## config.mk

```make
export PLATFORM = sky130hd
export DESIGN_NAME = shift_req_stage
export DESIGN_NICKNAME = d
export VERILOG_FILES = /design/src/rtl/shift_pkg.sv /design/src/rtl/shift_req_fifo.sv /design/src/rtl/shift_req_stage.sv
export SDC_FILE = /design/constraint.sdc
export NUM_CORES = 1
export LEC_CHECK = 0
export CAP_MARGIN = 20
export CORE_MARGIN = 3
export CORE_UTILIZATION = 40
export DETAILED_ROUTE_END_ITERATION = 8
export PLACE_DENSITY = 0.66
export SLEW_MARGIN = 20
export SYNTH_ARGS = -nofsm -noshare
export SYNTH_HDL_FRONTEND = slang
export SYNTH_SLANG_ARGS = --single-unit
```

## constraint.sdc

```tcl
create_clock -name clk -period 3.1 [get_ports clk]
set_input_delay 0.31 -clock clk [delete_from_list [all_inputs] [get_ports clk]]
set_output_delay 0.31 -clock clk [all_outputs]
set_load 0.05 [all_outputs]
```

## src/rtl/shift_pkg.sv

```systemverilog
// Shared types and constants for the shift request stage and its FIFO.
// The request entry holds fully decoded shifter drive signals.
package shift_pkg;

    localparam int SHIFT_W = 32;

    localparam logic [1:0] OP_SLL = 2'b00;
    localparam logic [1:0] OP_SRL = 2'b01;
    localparam logic [1:0] OP_SRA = 2'b11;
    localparam logic [1:0] OP_ILL = 2'b10;

    typedef struct packed {
        logic [SHIFT_W-1:0] data;
        logic [4:0]         ctrl;
        logic               dir;
        logic               arith;
    } shift_req_t;

endpackage

```

## src/rtl/shift_req_fifo.sv

```systemverilog
// DEPTH-entry FIFO of decoded shift requests with count-based full/empty.
// Head entry is read straight from storage and forced to zero when empty.
module shift_req_fifo
    import shift_pkg::*;
#(
    parameter int DEPTH = 2
) (
    input  logic       clk,
    input  logic       rst_n,
    input  logic       push_i,
    input  shift_req_t din_i,
    input  logic       pop_i,
    output shift_req_t dout_o,
    output logic       full_o,
    output logic       empty_o
);

    localparam int PW = $clog2(DEPTH);
    localparam int CW = PW + 1;

    shift_req_t          mem_q [DEPTH];
    logic [PW-1:0]       wr_ptr_q, wr_ptr_d;
    logic [PW-1:0]       rd_ptr_q, rd_ptr_d;
    logic [CW-1:0]       count_q, count_d;
    logic                do_push;
    logic                do_pop;

    assign full_o  = (count_q == CW'(DEPTH));
    assign empty_o = (count_q == {CW{1'b0}});
    assign do_push = push_i && !full_o;
    assign do_pop  = pop_i && !empty_o;

    // Next-state for pointers and occupancy.
    always_comb begin
        wr_ptr_d = wr_ptr_q;
        rd_ptr_d = rd_ptr_q;
        count_d  = count_q;
        if (do_push) begin
            wr_ptr_d = wr_ptr_q + PW'(1);
        end else begin
            wr_ptr_d = wr_ptr_q;
        end
        if (do_pop) begin
            rd_ptr_d = rd_ptr_q + PW'(1);
        end else begin
            rd_ptr_d = rd_ptr_q;
        end
        case ({do_push, do_pop})
            2'b10:   count_d = count_q + CW'(1);
            2'b01:   count_d = count_q - CW'(1);
            default: count_d = count_q;
        endcase
    end

    // Pointer, count and storage registers.
    always_ff @(posedge clk or negedge rst_n) begin
        if (!rst_n) begin
            wr_ptr_q <= '0;
            rd_ptr_q <= '0;
            count_q  <= '0;
            for (int i = 0; i < DEPTH; i++) begin
                mem_q[i] <= '0;
            end
        end else begin
            wr_ptr_q <= wr_ptr_d;
            rd_ptr_q <= rd_ptr_d;
            count_q  <= count_d;
            if (do_push) begin
                mem_q[wr_ptr_q] <= din_i;
            end
        end
    end

    // Head entry, zeroed while empty so stale data never reaches the shifter.
    always_comb begin
        dout_o = '0;
        if (empty_o) begin
            dout_o = '0;
        end else begin
            dout_o = mem_q[rd_ptr_q];
        end
    end

endmodule

```

## src/rtl/shift_req_stage.sv

```systemverilog
// Request-issue stage ahead of the 32-bit barrel shifter: decodes, buffers and
// issues shift requests, folding amounts >= 32 and rejecting illegal opcodes.
module shift_req_stage
    import shift_pkg::*;
#(
    parameter int DEPTH = 2,
    parameter int CNT_W = 8
) (
    input  logic               clk,
    input  logic               rst_n,
    input  logic               in_valid,
    output logic               in_ready,
    input  logic [1:0]         in_op,
    input  logic [SHIFT_W-1:0] in_data,
    input  logic [5:0]         in_amt,
    output logic               out_valid,
    input  logic               out_ready,
    output logic [SHIFT_W-1:0] sh_in,
    output logic [4:0]         sh_ctrl,
    output logic               sh_dir,
    output logic               sh_arith,
    output logic               err_illegal,
    output logic [CNT_W-1:0]   illegal_cnt
);

    shift_req_t       dec_req;
    shift_req_t       head;
    logic             fifo_full;
    logic             fifo_empty;
    logic             accept;
    logic             acc_illegal;
    logic             acc_legal;
    logic             err_q, err_d;
    logic [CNT_W-1:0] cnt_q, cnt_d;

    assign in_ready    = !fifo_full;
    assign accept      = in_valid && in_ready;
    assign acc_illegal = accept && (in_op == OP_ILL);
    assign acc_legal   = accept && (in_op != OP_ILL);

    // Decode to shifter drive; out-of-range amounts become a zero-amount shift
    // of the already-final result (0 or replicated sign bit).
    always_comb begin
        dec_req = '0;
        case (in_op)
            OP_SLL:  begin dec_req.dir = 1'b0; dec_req.arith = 1'b0; end
            OP_SRL:  begin dec_req.dir = 1'b1; dec_req.arith = 1'b0; end
            OP_SRA:  begin dec_req.dir = 1'b1; dec_req.arith = 1'b1; end
            default: begin dec_req.dir = 1'b0; dec_req.arith = 1'b0; end
        endcase
        if (in_amt[5] == 1'b0) begin
            dec_req.data = in_data;
            dec_req.ctrl = in_amt[4:0];
        end else if (in_op == OP_SRA) begin
            dec_req.data = {SHIFT_W{in_data[SHIFT_W-1]}};
            dec_req.ctrl = 5'd0;
        end else begin
            dec_req.data = {SHIFT_W{1'b0}};
            dec_req.ctrl = 5'd0;
        end
    end

    shift_req_fifo #(.DEPTH(DEPTH)) u_fifo (
        .clk     (clk),
        .rst_n   (rst_n),
        .push_i  (acc_legal),
        .din_i   (dec_req),
        .pop_i   (out_ready),
        .dout_o  (head),
        .full_o  (fifo_full),
        .empty_o (fifo_empty)
    );

    assign out_valid = !fifo_empty;
    assign sh_in     = head.data;
    assign sh_ctrl   = head.ctrl;
    assign sh_dir    = head.dir;
    assign sh_arith  = head.arith;

    // Illegal-request pulse and saturating counter next-state.
    always_comb begin
        err_d = acc_illegal;
        cnt_d = cnt_q;
        if (acc_illegal && (cnt_q != {CNT_W{1'b1}})) begin
            cnt_d = cnt_q + CNT_W'(1);
        end else begin
            cnt_d = cnt_q;
        end
    end

    // Illegal-request status registers.
    always_ff @(posedge clk or negedge rst_n) begin
        if (!rst_n) begin
            err_q <= 1'b0;
            cnt_q <= '0;
        end else begin
            err_q <= err_d;
            cnt_q <= cnt_d;
        end
    end

    assign err_illegal = err_q;
    assign illegal_cnt = cnt_q;

endmodule

```

==> key figures, run 1 <==
Finish
  – Footprint of the multi-input gates: 1810 um2
  – Most frequent standard cell in the layout excluding fill and tap cells: sky130_fd_sc_hd__nand2_1
  – Layout cells sized above 1: 7.50%
  – Final net count: 574
  – Sequential cell area: 2280 um2
  – Commonest cells after routing, fill and taps aside: sky130_fd_sc_hd__nand2_1 (94), sky130_fd_sc_hd__clkdlybuf4s50_1 (92), sky130_fd_sc_hd__dfrtp_1 (90), sky130_fd_sc_hd__o21ai_0 (61), sky130_fd_sc_hd__nor2_1 (41)
  – FILL cells: 970
  – Post-layout instance count excluding filler cells: 669
  – Count of antenna diodes in the layout: 0
  – Post-synthesis to final-layout area growth: 28.8%

Power
  – Internal cell power: 0.00340 W
  – Switching part of the total: 47.8%
  – Relative contribution of the clock network to total power: 12.0%
  – Power density cells: 1180 nW/um2
  – Portion of total power attributed to sequential cells: 31.8%
  – Leak Pwr: 2.49 nW
  – Worst supply voltage drop on vdd: 570 uV
  – Logic pwr share: 56.2%
  – Switching component of the power: 0.00311 W

Timing
  – Minimum period implied by the final worst setup slack: 2.56 ns
  – Setup repair after global routing missed its margin: no
  – Final Setup Violations: 0
  – Actual transition at the worst max-transition pin: 0.538 ns
  – Final worst hold slack: 0.479 ns
  – Setup TNS after final layout: 0 ns
  – Upper clock frequency limit: 0.391 GHz
  – Slew HR: 64.2%
  – Fin Clk Skew: 0.00859 ns
  – Max Transition Viols Final: 0
  – Share of the clock period used by the worst path: 82.5%
  – Final Hold Viols: 0

CTS
  – Clock network latency to the later pin of the worst-skew pair: 0.35 ns
  – Number of setup buffers added after CTS: 0
  – Clock slew at the register clock pins of the worst setup and hold paths: 0.08 ns
  – Worst-case clock buffer depth: 2
  – Inserted Clock Buffers: 9
  – CTS HTree Levels: 3
  – TritonCTS sink count: 91
  – Post-cts gate resize count: 0
  – Cts hold-fix bufs: 1
  – Clock tree root buffer cell: sky130_fd_sc_hd__clkbuf_8
  – TritonCTS clock tree: yes

Placed design
  – Cells after DPL: 652
  – Final HPWL DP: 6570 um
  – Count of input and output buffers: 93
  – Weighted congestion reported at the end of routability-driven placement: 0.753

Logic synthesis
  – Number of synthesized register bits: 91
  – Total number of yosys warnings: 0
  – Area of the mapped netlist: 4270 um2
  – Post-Syn Nets: 490
  – Part of the Yosys area used for sequential elements: 53.4%
  – Gate count of the mapped netlist: 444
  – Unique masters post-synth: 32
  – Mean Syn Cell Area: 9.61 um2

Run status
  – Outcome: completed

Floorplanning
  – Die W: 109 um
  – Die Outline Area: 11900 um2
  – Effective utilization at floorplan: 41.2%
  – Vert. Die Dim: 109 um
  – Placeable Area: 10400 um2
  – Std-Cell Rows: 37
  – Top-Level Pins: 94

Detailed routing
  – Post-detailed-route via-to-cell ratio: 4.99
  – Total wire length: 9690 um
  – Residual DRC count: 0
  – 1st-iter DRT viols: 207
  – TritonRoute pass-1 iters: 4
  – Remaining antenna violation count after routing: 0
  – Total number of vias: 3339
  – Wirelength per Cell: 14.5 um

Critical path
  – Critical Setup Path Class: flop to output port
  – R2R Path End: u_fifo.count_q[1]
  – WP data required: 2.79 ns
  – Crit path launch type: flop
  – Flop2flop setup slack: 1.05 ns
  – Crit Path Max Fanout: 25
  – Worst Setup End Kind: output port
  – Data arrival time at the worst-slack endpoint: 2.25 ns
  – Origin of the critical flop-to-flop path: u_fifo.count_q[1]
  – Register-to-Register Path Depth: 7

Global routing
  – Maximum number of pins on one net before global-route repair: 46
  – Remaining global-route overflow: 0
  – Via count of the first global-routing pass: 3334
  – Initial antenna violation count: 0
  – Wire length of the first global-routing pass: 16300 um
  – Total track usage: 17.4%

Worst hold path
  – Worst min-delay path category: input pin to asynchronous set/reset pin

Run
  – Max-cap violation count: 0
==> cell type report <==
cell class / count / share of cell area, %
Sequential cell: 91 / 41.4
Multi-Input combinational cell: 318 / 32.8
Timing Repair Buffer: 105 / 19.0
Tap cell: 136 / 3.10
Clock buffer: 12 / 2.46
Clock inverter: 4 / 0.933
Inverter: 3 / 0.205
==> sequential cells by signal (all words and copies together) (netlist names) <==
register         cells
u_fifo.rd_ptr_q      1
u_fifo.mem_q        78
u_fifo.wr_ptr_q      1
illegal_cnt          8
err_illegal          1
u_fifo.count_q       2
==> synth_stat cells <==
cell type | number | area share [%]
sky130_fd_sc_hd__nand2b_1 | 3 | 0.44
sky130_fd_sc_hd__o21ai_1 | 16 | 1.9
sky130_fd_sc_hd__clkinv_1 | 1 | 0.088
sky130_fd_sc_hd__o2111ai_4 | 1 | 0.62
sky130_fd_sc_hd__a21oi_1 | 31 | 3.6
sky130_fd_sc_hd__xor2_1 | 4 | 0.82
sky130_fd_sc_hd__mux2_4 | 2 | 0.70
sky130_fd_sc_hd__inv_1 | 2 | 0.18
sky130_fd_sc_hd__buf_1 | 1 | 0.088
sky130_fd_sc_hd__nor2b_1 | 1 | 0.15
sky130_fd_sc_hd__xnor2_1 | 4 | 0.82
sky130_fd_sc_hd__nand3_1 | 4 | 0.47
sky130_fd_sc_hd__nand2_1 | 94 | 8.3
sky130_fd_sc_hd__nor4_2 | 1 | 0.29
sky130_fd_sc_hd__buf_2 | 9 | 1.1
sky130_fd_sc_hd__nor3_2 | 1 | 0.23
sky130_fd_sc_hd__dfrtp_1 | 91 | 53
sky130_fd_sc_hd__buf_6 | 7 | 1.8
sky130_fd_sc_hd__nand4_4 | 1 | 0.50
sky130_fd_sc_hd__clkbuf_1 | 15 | 1.3
sky130_fd_sc_hd__nand4_1 | 1 | 0.15
sky130_fd_sc_hd__o21ai_0 | 61 | 7.2
sky130_fd_sc_hd__nor2_1 | 43 | 3.8
sky130_fd_sc_hd__and2_1 | 1 | 0.15
sky130_fd_sc_hd__and3_1 | 1 | 0.15
sky130_fd_sc_hd__and3_4 | 1 | 0.26
sky130_fd_sc_hd__and4b_1 | 1 | 0.23
sky130_fd_sc_hd__ha_1 | 2 | 0.59
sky130_fd_sc_hd__nand4b_4 | 1 | 0.56
sky130_fd_sc_hd__mux2i_1 | 39 | 9.1
sky130_fd_sc_hd__nand4_2 | 1 | 0.29
sky130_fd_sc_hd__mux2_2 | 3 | 0.79
==> kinds of logic (layout without fill, tap and decap cells) <==
kind of cell	Yosys count	after routing	share of synthesized area, %
muxes	44	44	10.6
buffers and inverters	35	124	4.57
DFF	91	91	53.4
and+or+nand+nor	155	155	15.9
AOI/OAI and AO/OA	109	109	13.3
xor gates and xnor gates	8	8	1.64
adders and majority gates	2	2	0.586
==> routing by layer <==
| metal | vias to the layer above | wire [um] | GRT usage, % |
|---|---|---|---|
| met5 | - | 0 | 0 |
| met4 | 0 | 102 | 4.54 |
| met3 | 8 | 433 | 3.64 |
| met2 | 82 | 4540 | 27.7 |
| met1 | 1584 | 4620 | 24.5 |
| li1 | 1665 | - | - |
==> worst max path at each step <==
stage	to	slack, ns	cells after the start	from
final	out_valid	0.54	4	u_fifo.count_q[1]
after global routing	sh_arith	0.41	4	u_fifo.count_q[1]
after CTS	out_valid	0.49	4	u_fifo.count_q[1]
after detailed placement	u_fifo.mem_q[12]	0.81	6	in_op[0]
after global placement	u_fifo.mem_q[0]	0.88	6	in_op[0]
after floorplan	illegal_cnt[1]	1.28	4	illegal_cnt[0]
==> power groups by stage <==
stage          Clock, W  Sequential [W]  Combinational [W]
3_3_place_gp          0         0.00206            0.00365
3_5_place_dp          0         0.00210            0.00369
4_1_cts        0.000798         0.00207            0.00370
5_1_grt        0.000845         0.00215            0.00396
6_report       0.000778         0.00207            0.00366
2_1_floorplan         0         0.00211            0.00253
==> stage by stage <==
| stage | total power, W | setup slack (ns) | util [%] | cell area [um2] |
|---|---|---|---|---|
| after floorplan | 0.00464 | 1.28 | - | 4270 |
| after global placement | 0.00571 | 0.883 | 51.1 | 5300 |
| after detailed placement | 0.00579 | 0.807 | 51.1 | 5300 |
| after CTS | 0.00657 | 0.493 | 53.0 | 5500 |
| after global routing | 0.00696 | 0.409 | 53.0 | 5500 |
| final | 0.00650 | 0.543 | 53.0 | 5500 |
==> worst max-delay path, stage by stage, from the launching register on <==
cell and delay [ns]:
sky130_fd_sc_hd__dfrtp_1 0.44, sky130_fd_sc_hd__nor2_4 0.41, sky130_fd_sc_hd__buf_12 0.24, sky130_fd_sc_hd__inv_1 0.09
sky130_fd_sc_hd__clkdlybuf4s50_1 0.70
Note: power is estimated with default switching activity, not from simulation.
==> run 2, diff against run 1 <==
- PLACE_DENSITY: 0.66 -> 0.68
- clock period: 3.1 -> 2.25 ns (I/O delays scaled with it)
==> run 2 against run 1 <==
Effect of this change: first-iteration DRC count is 8.2% higher; critical path depth unchanged; final area fell by 0.36%; clock-buffer cell count is 2 lower; non-clock buffer count grew 1; critical endpoint is now sh_arith; largest power group unchanged.
==> key figures, run 2 (synthesized netlist as in run 1, its figures left out) <==
Timing
  – Setup repair after global routing missed its margin: no
  – Upper clock frequency limit: 0.490 GHz
  – Actual transition at the worst max-transition pin: 0.648 ns
  – Slew HR: 56.8%
  – Final Hold Viols: 0
  – Share of the clock period used by the worst path: 90.6%
  – Setup TNS after final layout: 0 ns
  – Final Setup Violations: 0
  – Minimum period implied by the final worst setup slack: 2.04 ns
  – Fin Clk Skew: 0.00920 ns
  – Max Transition Viols Final: 0

Floorplanning
  – Effective utilization at floorplan: 41.2%
  – Die Outline Area: 11900 um2
  – Vert. Die Dim: 109 um
  – Top-Level Pins: 94
  – Die W: 109 um
  – Placeable Area: 10400 um2
  – Std-Cell Rows: 37

Finish
  – Register with the highest flop count: u_fifo.mem_q
  – Most frequent standard cell in the layout excluding fill and tap cells: sky130_fd_sc_hd__nand2_1
  – Final Core Density: 52.8%
  – Sequential cell area: 2280 um2
  – Post-synthesis to final-layout area growth: 28.3%
  – Final net count: 575
  – FILL cells: 990
  – Number of flip-flops in the largest register: 78
  – Commonest cells after routing, fill and taps aside: sky130_fd_sc_hd__nand2_1 (94), sky130_fd_sc_hd__dfrtp_1 (90), sky130_fd_sc_hd__o21ai_0 (61), sky130_fd_sc_hd__clkdlybuf4s50_1 (51), sky130_fd_sc_hd__buf_4 (49)
  – Layout cells sized above 1: 15.8%
  – Footprint of the multi-input gates: 1810 um2
  – Count of antenna diodes in the layout: 0

CTS
  – Worst-case clock buffer depth: 2
  – Inserted Clock Buffers: 9
  – Clock network latency to the later pin of the worst-skew pair: 0.35 ns
  – CTS HTree Levels: 3
  – Clock tree root buffer cell: sky130_fd_sc_hd__clkbuf_8
  – Post-cts gate resize count: 0
  – Clock slew at the register clock pins of the worst setup and hold paths: 0.10 ns
  – TritonCTS clock tree: yes
  – Number of setup buffers added after CTS: 0
  – TritonCTS sink count: 91

Detailed routing
  – 1st-iter DRT viols: 224
  – Residual DRC count: 0
  – Total wire length: 9690 um
  – Wirelength per Cell: 14.5 um
  – Remaining antenna violation count after routing: 0
  – Post-detailed-route via-to-cell ratio: 4.94
  – TritonRoute pass-1 iters: 5
  – Total number of vias: 3307

Run status
  – Outcome: completed

Power
  – Worst supply voltage drop on vdd: 767 uV
  – Power density cells: 1640 nW/um2
  – Overall power of the completed layout: 0.00900 W
  – Leak Pwr: 2.59 nW

Critical path
  – Data arrival time at the worst-slack endpoint: 1.81 ns
  – R2R Path End: u_fifo.mem_q[19]
  – Worst Setup End Kind: output port
  – Origin of the critical flop-to-flop path: u_fifo.count_q[0]
  – Most common cell on crit path: sky130_fd_sc_hd__buf_4
  – Cells along the critical path: nor2_4 -> buf_4 -> nor2_1 -> buf_4
  – Number of cells on the critical path: 4
  – CP delay by family, top: buffers and inverters
  – Register-to-Register Path Depth: 5
  – WP data required: 2.03 ns
  – Crit Path Max Fanout: 32
  – Worst Setup SP: u_fifo.count_q[0]
  – Crit path launch type: flop
  – Critical Setup Path Class: flop to output port
  – Flop2flop setup slack: 0.43 ns
  – Endpoint of the most critical setup path: sh_arith
  – Delay contributed by the slowest stage of the critical path: 0.46 ns
  – Critical Path Slowest Stage Cell: sky130_fd_sc_hd__dfrtp_1
  – Sum of buffers and inverters on the critical path: 2

Global routing
  – Maximum number of pins on one net before global-route repair: 51
  – Via count of the first global-routing pass: 3292
  – Wire length of the first global-routing pass: 16100 um
  – Remaining global-route overflow: 0
  – Initial antenna violation count: 0
  – Total track usage: 17.1%

Placed design
  – Weighted congestion reported at the end of routability-driven placement: 0.758
  – Count of input and output buffers: 93
  – Final HPWL DP: 6640 um

Worst hold path
  – Worst min-delay path category: input pin to asynchronous set/reset pin

Run
  – Max-cap violation count: 0
[run 2: report_power, final]
group          leakage (nW)  total [W]  switching [W]  internal, W
clock                 0.107    0.00123       0.000576     0.000658
sequential             1.17    0.00284       0.000446      0.00240
combinational          1.31    0.00493        0.00330      0.00162
total                  2.59    0.00900        0.00433      0.00468
[run 2: layout make-up]
type | count | area share (%)
inverter | 3 | 0.206
clock buffer | 10 | 2.51
multi-input combinational | 318 | 33.0
timing repair buffer | 106 | 18.0
tap | 136 | 3.11
sequential | 91 | 41.6
clock inverter | 5 | 1.58
[run 2: metal layers]
metal	GRT usage, %	up-vias	share of wire [%]
met5	0	-	0
met4	4.81	0	0.75
met3	3.35	7	5.1
met2	27.5	71	48
met1	23.6	1571	46
li1	-	1658	-
[run 2: timing repair]
item,4_1_cts,5_1_grt
hold buffers,1,0
hold endpoints to repair,49,0
endpoints found under the setup margin,0,0
[run 2: worst reg2reg max path: stages (launching register included)]
cell                       delay, ns
sky130_fd_sc_hd__dfrtp_1        0.47
sky130_fd_sc_hd__nand2b_1       0.42
sky130_fd_sc_hd__nand4_4        0.35
sky130_fd_sc_hd__buf_12         0.29
sky130_fd_sc_hd__nand2_1        0.10
sky130_fd_sc_hd__o21ai_0        0.08
[run 2: worst min path at each step]
stage / to
global route: u_fifo.mem_q[5]
detailed placement: u_fifo.mem_q[72]
floorplan: err_illegal
CTS: u_fifo.mem_q[72]
finish: u_fifo.mem_q[72]
global placement: u_fifo.mem_q[72]
[run 2: stage by stage]
stage               hold WS [ns]  worst slack, ns  std cells  instance area, um2
global route               0.462           0.0819        669                5480
detailed placement         0.299            0.266        653                5240
floorplan                -0.0706            0.433        444                4270
finish                     0.423            0.211        669                5480
CTS                        0.441            0.172        669                5480
global placement           0.289            0.356        653                5240
